### config.mk
export PLATFORM = sky130hd
export DESIGN_NAME = key_debounce_array
export DESIGN_NICKNAME = d
export VERILOG_FILES = /design/src/rtl/key_debounce_pkg.sv /design/src/rtl/key_debounce_ch.sv /design/src/rtl/key_debounce_array.sv
export SDC_FILE = /design/constraint.sdc
export NUM_CORES = 1
export LEC_CHECK = 0
export BUFFER_PORTS_ARGS = -buffer_cell sky130_fd_sc_hd__clkbuf_2
export CAP_MARGIN = 30
export CORE_UTILIZATION = 45
export DETAILED_ROUTE_END_ITERATION = 10
export GPL_TIMING_DRIVEN = 0
export PLACE_DENSITY = 0.65
export SETUP_SLACK_MARGIN = 0.1
export SLEW_MARGIN = 15
export SYNTH_ARGS = -nofsm -noshare
export SYNTH_HDL_FRONTEND = slang
export SYNTH_SLANG_ARGS = --single-unit
### constraint.sdc
create_clock -name clk -period 2.9 [get_ports clk]
set_input_delay 0.29 -clock clk [delete_from_list [all_inputs] [get_ports clk]]
set_output_delay 0.29 -clock clk [all_outputs]
set_load 0.01 [all_outputs]
### src/rtl/key_debounce_pkg.sv
// Shared types and sizing helpers for the multi-channel key debouncer.
package key_debounce_pkg;

   localparam int DCNT_W = 8;

   typedef enum logic [1:0] {
      ST_RELEASED = 2'd0,
      ST_PRESSED  = 2'd1,
      ST_LONG     = 2'd2
   } key_state_e;

   // Hold counter must represent the larger of the long-press and repeat thresholds.
   function automatic int hcnt_width(input int long_ms, input int repeat_ms);
      int max_ms;
      max_ms = (long_ms > repeat_ms) ? long_ms : repeat_ms;
      return (max_ms < 1) ? 1 : $clog2(max_ms + 1);
   endfunction

endpackage

### src/rtl/key_debounce_ch.sv
// One key channel: 2-FF synchroniser, tick-based debounce and the press/long/repeat event FSM.
module key_debounce_ch
   import key_debounce_pkg::*;
#(
   parameter int DEBOUNCE_MS = 10,
   parameter int LONG_MS     = 1000,
   parameter int REPEAT_MS   = 200,
   parameter int REPEAT_EN   = 1,
   parameter int ACTIVE_LOW  = 1
) (
   input  logic clk,
   input  logic rst_n,
   input  logic tick,
   input  logic key_in,
   output logic key_level,
   output logic key_pressed,
   output logic key_press,
   output logic key_release,
   output logic key_long,
   output logic key_repeat
);

   localparam int                HCNT_W      = hcnt_width(LONG_MS, REPEAT_MS);
   localparam logic              IDLE_LEVEL  = (ACTIVE_LOW != 0) ? 1'b1 : 1'b0;
   localparam logic [DCNT_W-1:0] DCNT_LAST   = DCNT_W'(DEBOUNCE_MS - 1);
   localparam logic [HCNT_W-1:0] LONG_LAST   = HCNT_W'(LONG_MS - 1);
   localparam logic [HCNT_W-1:0] REPEAT_LAST = HCNT_W'(REPEAT_MS - 1);

   logic              sync1_r;
   logic              sync2_r;
   logic [DCNT_W-1:0] dcnt_r;
   logic [HCNT_W-1:0] hcnt_r;
   key_state_e        state_r;
   logic              accept_s;
   logic              accept_press_s;
   logic              accept_release_s;

   // Acceptance happens on the tick that would bring the mismatch count to DEBOUNCE_MS.
   always_comb begin
      accept_s = 1'b0;
      if ((sync2_r != key_level) && tick && (dcnt_r == DCNT_LAST)) begin
         accept_s = 1'b1;
      end else begin
         accept_s = 1'b0;
      end
      accept_press_s   = accept_s && (sync2_r != IDLE_LEVEL);
      accept_release_s = accept_s && (sync2_r == IDLE_LEVEL);
   end

   // Synchroniser and debounce counter; any return to the stable level discards progress.
   always_ff @(posedge clk or negedge rst_n) begin
      if (!rst_n) begin
         sync1_r   <= IDLE_LEVEL;
         sync2_r   <= IDLE_LEVEL;
         dcnt_r    <= '0;
         key_level <= IDLE_LEVEL;
      end else begin
         sync1_r <= key_in;
         sync2_r <= sync1_r;
         if (sync2_r == key_level) begin
            dcnt_r <= '0;
         end else if (accept_s) begin
            key_level <= sync2_r;
            dcnt_r    <= '0;
         end else if (tick) begin
            dcnt_r <= dcnt_r + DCNT_W'(1);
         end
      end
   end

   // Event FSM; a release accepted on a threshold tick wins over long/repeat.
   always_ff @(posedge clk or negedge rst_n) begin
      if (!rst_n) begin
         state_r     <= ST_RELEASED;
         hcnt_r      <= '0;
         key_pressed <= 1'b0;
         key_press   <= 1'b0;
         key_release <= 1'b0;
         key_long    <= 1'b0;
         key_repeat  <= 1'b0;
      end else begin
         key_press   <= 1'b0;
         key_release <= 1'b0;
         key_long    <= 1'b0;
         key_repeat  <= 1'b0;
         case (state_r)
            ST_RELEASED: begin
               if (accept_press_s) begin
                  state_r     <= ST_PRESSED;
                  hcnt_r      <= '0;
                  key_pressed <= 1'b1;
                  key_press   <= 1'b1;
               end
            end
            ST_PRESSED: begin
               if (accept_release_s) begin
                  state_r     <= ST_RELEASED;
                  hcnt_r      <= '0;
                  key_pressed <= 1'b0;
                  key_release <= 1'b1;
               end else if (tick) begin
                  if (hcnt_r == LONG_LAST) begin
                     state_r  <= ST_LONG;
                     hcnt_r   <= '0;
                     key_long <= 1'b1;
                  end else begin
                     hcnt_r <= hcnt_r + HCNT_W'(1);
                  end
               end
            end
            ST_LONG: begin
               if (accept_release_s) begin
                  state_r     <= ST_RELEASED;
                  hcnt_r      <= '0;
                  key_pressed <= 1'b0;
                  key_release <= 1'b1;
               end else if ((REPEAT_EN != 0) && tick) begin
                  if (hcnt_r == REPEAT_LAST) begin
                     hcnt_r     <= '0;
                     key_repeat <= 1'b1;
                  end else begin
                     hcnt_r <= hcnt_r + HCNT_W'(1);
                  end
               end
            end
            default: begin
               state_r     <= ST_RELEASED;
               hcnt_r      <= '0;
               key_pressed <= 1'b0;
            end
         endcase
      end
   end

endmodule

### src/rtl/key_debounce_array.sv
// NUM_KEYS debounced key channels sharing one free-running millisecond tick.
module key_debounce_array
   import key_debounce_pkg::*;
#(
   parameter int NUM_KEYS     = 4,
   parameter int CLK_FREQ_KHZ = 100000,
   parameter int DEBOUNCE_MS  = 10,
   parameter int LONG_MS      = 1000,
   parameter int REPEAT_MS    = 200,
   parameter int REPEAT_EN    = 1,
   parameter int ACTIVE_LOW   = 1
) (
   input  logic                clk,
   input  logic                rst_n,
   input  logic [NUM_KEYS-1:0] key_in,
   output logic [NUM_KEYS-1:0] key_level,
   output logic [NUM_KEYS-1:0] key_pressed,
   output logic [NUM_KEYS-1:0] key_press,
   output logic [NUM_KEYS-1:0] key_release,
   output logic [NUM_KEYS-1:0] key_long,
   output logic [NUM_KEYS-1:0] key_repeat
);

   localparam int               PRE_W    = (CLK_FREQ_KHZ > 1) ? $clog2(CLK_FREQ_KHZ) : 1;
   localparam logic [PRE_W-1:0] PRE_LAST = PRE_W'(CLK_FREQ_KHZ - 1);

   logic [PRE_W-1:0] pre_cnt_r;
   logic             tick_s;

   assign tick_s = (pre_cnt_r == PRE_LAST);

   // Free-running prescaler; only reset may realign the tick phase.
   always_ff @(posedge clk or negedge rst_n) begin
      if (!rst_n) begin
         pre_cnt_r <= '0;
      end else if (tick_s) begin
         pre_cnt_r <= '0;
      end else begin
         pre_cnt_r <= pre_cnt_r + PRE_W'(1);
      end
   end

   for (genvar i = 0; i < NUM_KEYS; i++) begin : g_ch
      key_debounce_ch #(
         .DEBOUNCE_MS (DEBOUNCE_MS),
         .LONG_MS     (LONG_MS),
         .REPEAT_MS   (REPEAT_MS),
         .REPEAT_EN   (REPEAT_EN),
         .ACTIVE_LOW  (ACTIVE_LOW)
      ) u_ch (
         .clk         (clk),
         .rst_n       (rst_n),
         .tick        (tick_s),
         .key_in      (key_in[i]),
         .key_level   (key_level[i]),
         .key_pressed (key_pressed[i]),
         .key_press   (key_press[i]),
         .key_release (key_release[i]),
         .key_long    (key_long[i]),
         .key_repeat  (key_repeat[i])
      );
   end

endmodule

### Yosys cells after proc, flatten, opt, wreduce, memory -nomap -nowiden

Cells that the tools add are included.

* reductions and logical operators: 44
* add/subtract/negate cells: 9
* bitwise operators: 8
* equal/unequal tests: 53
* multiplexer cells: 133

Operators by type and width (number)
* $mux 10: 28
* $pmux 10 s3: 4
* $mux 8: 12
* $mux 1: 60
* $add 10x1->10 const B: 4
* $eq 10x10->1 const B: 4
* $eq 10x8->1 const B: 4
* $mux 2: 20
* $add 8x1->8 const B: 4
* $eq 8x4->1 const B: 4
* $ne 2x1->1 const B: 12
* $pmux 2 s3: 4
* $ne 3x1->1 const B: 6
* $ne 3x2->1 const B: 6
* $add 17x1->17 const B: 1
* $eq 17x17->1 const B: 1
* $mux 17: 1
* $logic_and 1x1->1: 16
* $reduce_and 2->1: 8
* $reduce_and 4->1: 4
* $reduce_and 3->1: 4
* $reduce_bool 3->1: 4
* $eq 2x1->1 const B: 4
* $eq 2x2->1 const B: 4
* other kinds (6): 28

* word-level logic and storage cells: 292
* output and inout port bits: 24
* bits of input ports: 6
* bits in registers: 129

### Longest topological paths before layout

* depth after elaboration: 7
* gate-level depth with buffers: 10
* depth with buffers taken out: 8

### Hierarchy

From an unflattened synthesis, not the netlist that was laid out.

* cells, all modules: 735
* area total of the unflattened synthesis: 7241.9 µm²

By module, submodules not included
* key_debounce_ch (g_ch[1].u_ch ...): seq. area each 704.4 µm², area an instance 1601.5 µm², cells an instance 161, instances 2
* key_debounce_ch (g_ch[0].u_ch): seq. area each 704.4 µm², area an instance 1647.8 µm², cells an instance 177, instances 1
* key_debounce_ch (g_ch[3].u_ch): seq. area each 704.4 µm², area an instance 1597.8 µm², cells an instance 162, instances 1
* key_debounce_array: seq. area each 425.4 µm², area an instance 793.3 µm², cells an instance 74, instances 1

### Worst setup path before layout

Ideal clock, no wire load.

* kind: flip-flop to flip-flop
* from: reg pre_cnt_r[5]
* to: reg g_ch[3].u_ch.hcnt_r[3]
* buffers on the path: 2
* library setup time: 0.121 ns
* period minus slack after synthesis: 2.804 ns
* slack: 0.096 ns
* required time: 2.779 ns
* stages on the path, launching flop included: 9
* data arrival time: 2.683 ns
* cells stage by stage: dfrtp_1 or4b_4 or4_1 buf_2 buf_2 o31ai_4 o21ai_1 a21o_1 a22o_1

* word-level cells in the longest chain between the ends: 7
* elaborated cells between the ends (all ways): 13
* classes of those cells: 4 x eq/ne; 4 x mux; 5 x reduce/logical

RTL lines
* start, declared: line key_debounce_array.sv:27 `logic [PRE_W-1:0] pre_cnt_r;`
* start signal, assigned: line key_debounce_array.sv:39 `pre_cnt_r <= pre_cnt_r + PRE_W'(1);`
* $eq 17x17->1 (*): line key_debounce_array.sv:30 `assign tick_s = (pre_cnt_r == PRE_LAST);`
* $logic_and 1x1->1 (2 in series): line key_debounce_ch.sv:41 `if ((sync2_r != key_level) && tick && (dcnt_r == DCNT_LAST)) begin`
* $mux 1: line key_debounce_ch.sv:41
* $logic_and 1x1->1, on equally long branches: line key_debounce_ch.sv:47, key_debounce_ch.sv:46
* $ne 3x2->1 (no line) (tied with other cells)
* $reduce_and 3->1 (no line) / $pmux 10 s3 (equally long branches)
* end signal, assigned: line key_debounce_ch.sv:107 `hcnt_r <= hcnt_r + HCNT_W'(1);`
* end signal, assigned: line key_debounce_ch.sv:122 `hcnt_r <= hcnt_r + HCNT_W'(1);`
* end, declared: line key_debounce_ch.sv:32 `logic [HCNT_W-1:0] hcnt_r;`

Mark *: on every way between the ends. The rest lies on a longest branch, timed or not.
A chain may end at the register's enable or synchronous reset.

### Final worst setup path

* from: reg pre_cnt_r[5]
* to: reg g_ch[2].u_ch.state_r[1]

* word-level cells in the longest chain between the ends: 7
* elaborated cells between the ends (all ways): 13
* classes of those cells: 5 x eq/ne; 3 x mux; 5 x reduce/logical

RTL lines
* $eq 17x17->1 (*): line key_debounce_array.sv:30
* $logic_and 1x1->1 (2 in series): line key_debounce_ch.sv:41
* $mux 1: line key_debounce_ch.sv:41
* $logic_and 1x1->1, on equally long branches: line key_debounce_ch.sv:47, key_debounce_ch.sv:46
* $ne 3x1->1 (no line) (tied with other cells)
* $reduce_and 4->1 (no line) / $pmux 2 s3 (equally long branches)
* end signal, assigned: line key_debounce_ch.sv:74 `state_r <= ST_RELEASED;`
* end signal, assigned: line key_debounce_ch.sv:89 `state_r <= ST_PRESSED;`
* end signal, assigned: line key_debounce_ch.sv:97 `state_r <= ST_RELEASED;`
* end, declared: line key_debounce_ch.sv:33 `key_state_e state_r;`

Marks and branches as above.

==> results.py <==
metrics = {
    "logic_synthesis": {
        "synth_area_um2": 6887,
        "synth_seq_cells": 129,
        "yosysWarnings": 0,
        "synthCells": 724,
        "synth_top_area_share": 0.4251,
        "yosysTopAreaCell": "dfrtp_1",
        "synth_top_family_by_area": "simple AND/OR/NAND/NOR gates",
        "async_reset_ff_frac": 1.000,
        "synth_compound_area_frac": 0.1537,
        "netlist_top_cells_area": "dfrtp_1, o21ai_0, dfstp_2",
        "synthAdderAreaFrac": 0.04542,
        "ys.flop_type": "dfrtp_1",
        "ys_seq_area_frac": 0.4709,
        "synth-xor-area-share": 0.03052,
        "synth_edf_count": 0,
        "synth.area.mux_share": 0.009448,
        "synthSimpleGateAreaFrac": 0.2406,
        "mappedNetlistNets": 755,
        "synth.avg_cell_area_um2": 9.512,
        "yosysUniqueCellTypes": 63,
    },
    "routing": {
        "detail_route.wl_per_cell_um": 14.94,
        "wirelength_um": 14860,
        "viasPerCell": 5.600,
        "drt_first_pass_iters": 5,
        "vias": 5572,
        "final_antenna_net_count": 0,
        "drt_iter0_markers": 375,
        "drc": 0,
    },
    "floorplanning": {
        "start_util": 0.4668,
        "die-area_um2": 15800,
        "fp-row-count": 44,
        "die_x_um": 125.7,
        "core-area_um2": 14750,
        "io_pins": 30,
        "die_h_um": 125.7,
    },
    "power": {
        "power_density_nw_per_um2": 481.8,
        "pwr-share-seq": 0.455,
        "irDropWorstVdd_v": 0.0004239,
        "p_leak_nw": 3.774,
        "p_int_mw": 3.170,
        "combPwrFrac": 0.016,
        "sw_frac_of_total": 0.2064,
        "switchingPower_mw": 0.8242,
        "clkPwrFrac": 0.529,
    },
    "cts": {
        "clk_path_buf_depth": 2,
        "clk_pin_slew_ps": 60,
        "clkLatencyLatePin_ps": 420,
        "cts-htree-levels": 4,
        "cts-root-buf": "clkbuf_16",
        "cts-buffers-inserted": 17,
        "cts_tree": "built",
        "cts.sink_count": 129,
    },
    "timing": {
        "worst_pin_slew_ps": 965.0,
        "layout_min_cycle_time_ps": 2816,
        "slew_violations": 0,
        "fin_ws_ps": 83.59,
        "slew_headroom": 0.3532,
        "fin_crit_sh": 0.9712,
        "setup_viol": 0,
        "rsz0062_at_grt": "yes",
        "skew_ps": 6.507,
        "finalHoldViolCount": 0,
        "fmax_mhz": 355.1,
        "fin_tns_setup_ps": 0,
    },
    "placed_design": {
        "dp.final_hpwl_um": 9703,
        "io_buffer_count": 29,
        "gp_routability_congestion": 0.8190,
        "place_ws_ps": -580.9,
    },
    "final_layout": {
        "drive_gt1_frac": 0.1973,
        "area_growth_pct": 20.37,
        "layout_commonest_cell": "dfrtp_1",
        "fillCellCount": 1244,
        "finalNetCount": 829,
        "layout_common_cells": "dfrtp_1, o21ai_0, nor2_1",
        "antenna_cells": 0,
    },
    "critical_path": {
        "cp-start-kind": "flop",
        "cp_max_fo": 10,
        "path_class": "flop to flop",
        "cp.required_ps": 3250,
        "end_kind": "flop",
        "crit_arrival_ps": 3170,
    },
    "hold_path": {
        "min_path_type": "input port to asynchronous set/reset pin",
    },
    "grt": {
        "grt_max_degree": 100,
        "grt.total_usage": 0.2001,
        "grt_overflow_total": 0,
        "grt_pass1_wl_um": 25460,
        "antenna_found_initial": 0,
        "grt_pass1_vias": 5435,
    },
    "run": {
        "cap_violations": 0,
    },
    "status": {
        "status": "finished clean",
    },
}
-- cells in the mapped netlist (4+ instances only) --
master,number
nand4_1,18
nor3_1,18
nand4b_1,4
o21ai_0,72
xnor2_1,14
nor4_1,11
nor2b_1,24
clkbuf_1,7
dfstp_2,12
nand3_1,37
a21oi_1,18
a22o_1,28
inv_1,29
mux2_2,4
nand2b_1,10
a21o_1,7
and2_1,4
o31a_1,4
dfrtp_1,117
nor2_1,67
ha_1,25
nand2_1,64
o211ai_1,4
and3_1,24
or3_1,9
xor2_1,10
o31ai_1,10
buf_4,24
-- metrics by stage --
step           instance area, um2  total power [mW]  hold WS, ps    util  instances
2_1_floorplan                6890             1.858       -5.591       -        724
3_3_place_gp                 7266             1.901        347.0  0.4925        937
3_5_place_dp                 7315             1.908        202.2  0.4958        939
4_1_cts                      8098             4.039        328.7  0.5488        983
5_1_grt                      8289             4.139        342.6  0.5618        995
6_report                     8289             3.994        329.6  0.5618        995
-- worst max-delay path, stage by stage, from the launching register on --
cell and delay (ps):
dfrtp_1 370, or4b_4 540, buf_4 160, buf_4 130
nor3_2 790, a21boi_0 420, o21ai_0 180, a21oi_1 170
-- final timing paths --
check | cells past startpoint | endpoint | slack (ps) | startpoint
hold / removal | 2 | g_ch[2].u_ch.hcnt_r[3] | 330 | rst_n
setup / recovery | 7 | g_ch[2].u_ch.state_r[1] | 80 | pre_cnt_r[5]
setup reg to reg | 7 | g_ch[2].u_ch.state_r[1] | 80 | pre_cnt_r[5]
hold reg to reg | 0 | g_ch[2].u_ch.sync2_r | 350 | g_ch[2].u_ch.sync1_r
max in group asynchronous | 3 | g_ch[3].u_ch.sync1_r | 1800 | rst_n
min in group clk | 0 | g_ch[2].u_ch.sync2_r | 350 | g_ch[2].u_ch.sync1_r
-- final cells by class --
cell class                      count  area [um2]  area share
Tap cell                          184       230.2     0.02777
Timing Repair Buffer               54       391.6     0.04725
Sequential cell                   129        3243      0.3912
Inverter                           29       108.9     0.01313
Buffer                             35       264.0     0.03185
Clock inverter                     11       110.1     0.01328
Multi-Input combinational cell    532        3461      0.4175
Clock buffer                       21       480.5     0.05796
-- registers in the layout (all words and copies together), names as in the netlist, 8 cells and up --
signal and flops:
g_ch.u_ch.dcnt_r 32, g_ch.u_ch.state_r 8, pre_cnt_r 17, g_ch.u_ch.hcnt_r 40
-- power by group through the flow --
stage,registers [mW],clock network [mW],logic (mW)
floorplan,1.85,0,0.0113
global placement,1.85,0,0.0535
detailed placement,1.85,0,0.0605
CTS,1.82,2.16,0.0664
global route,1.82,2.25,0.0740
finish,1.82,2.11,0.0630
-- timing repair --
action | in CTS | in global routing
hold buffers | 5 | 0
buffers inserted | 6 | 11
resized for setup | 26 | 23
endpoints found under the setup margin | 89 | 54
pin swaps | 5 | 16
hold endpoints to repair | 30 | 0
cloned | 1 | 1
-- metal layers --
metal  GRT usage  wire length [um]  vias to the layer above
li1            -                 -                     2739
met1      0.2563              7072                     2719
met2      0.3265              7156                       96
met3     0.05013               441                       18
met4     0.07604               191                        0
met5           0                 0                        -
-- logic make-up after synthesis --
logic type / count (synthesis)
mux: 6
flops: 129
fa+ha+maj: 25
buf+inv: 64
compound gates: 162
xor+xnor: 24
simple gates: 314
(Power assumes the default switching activity.)
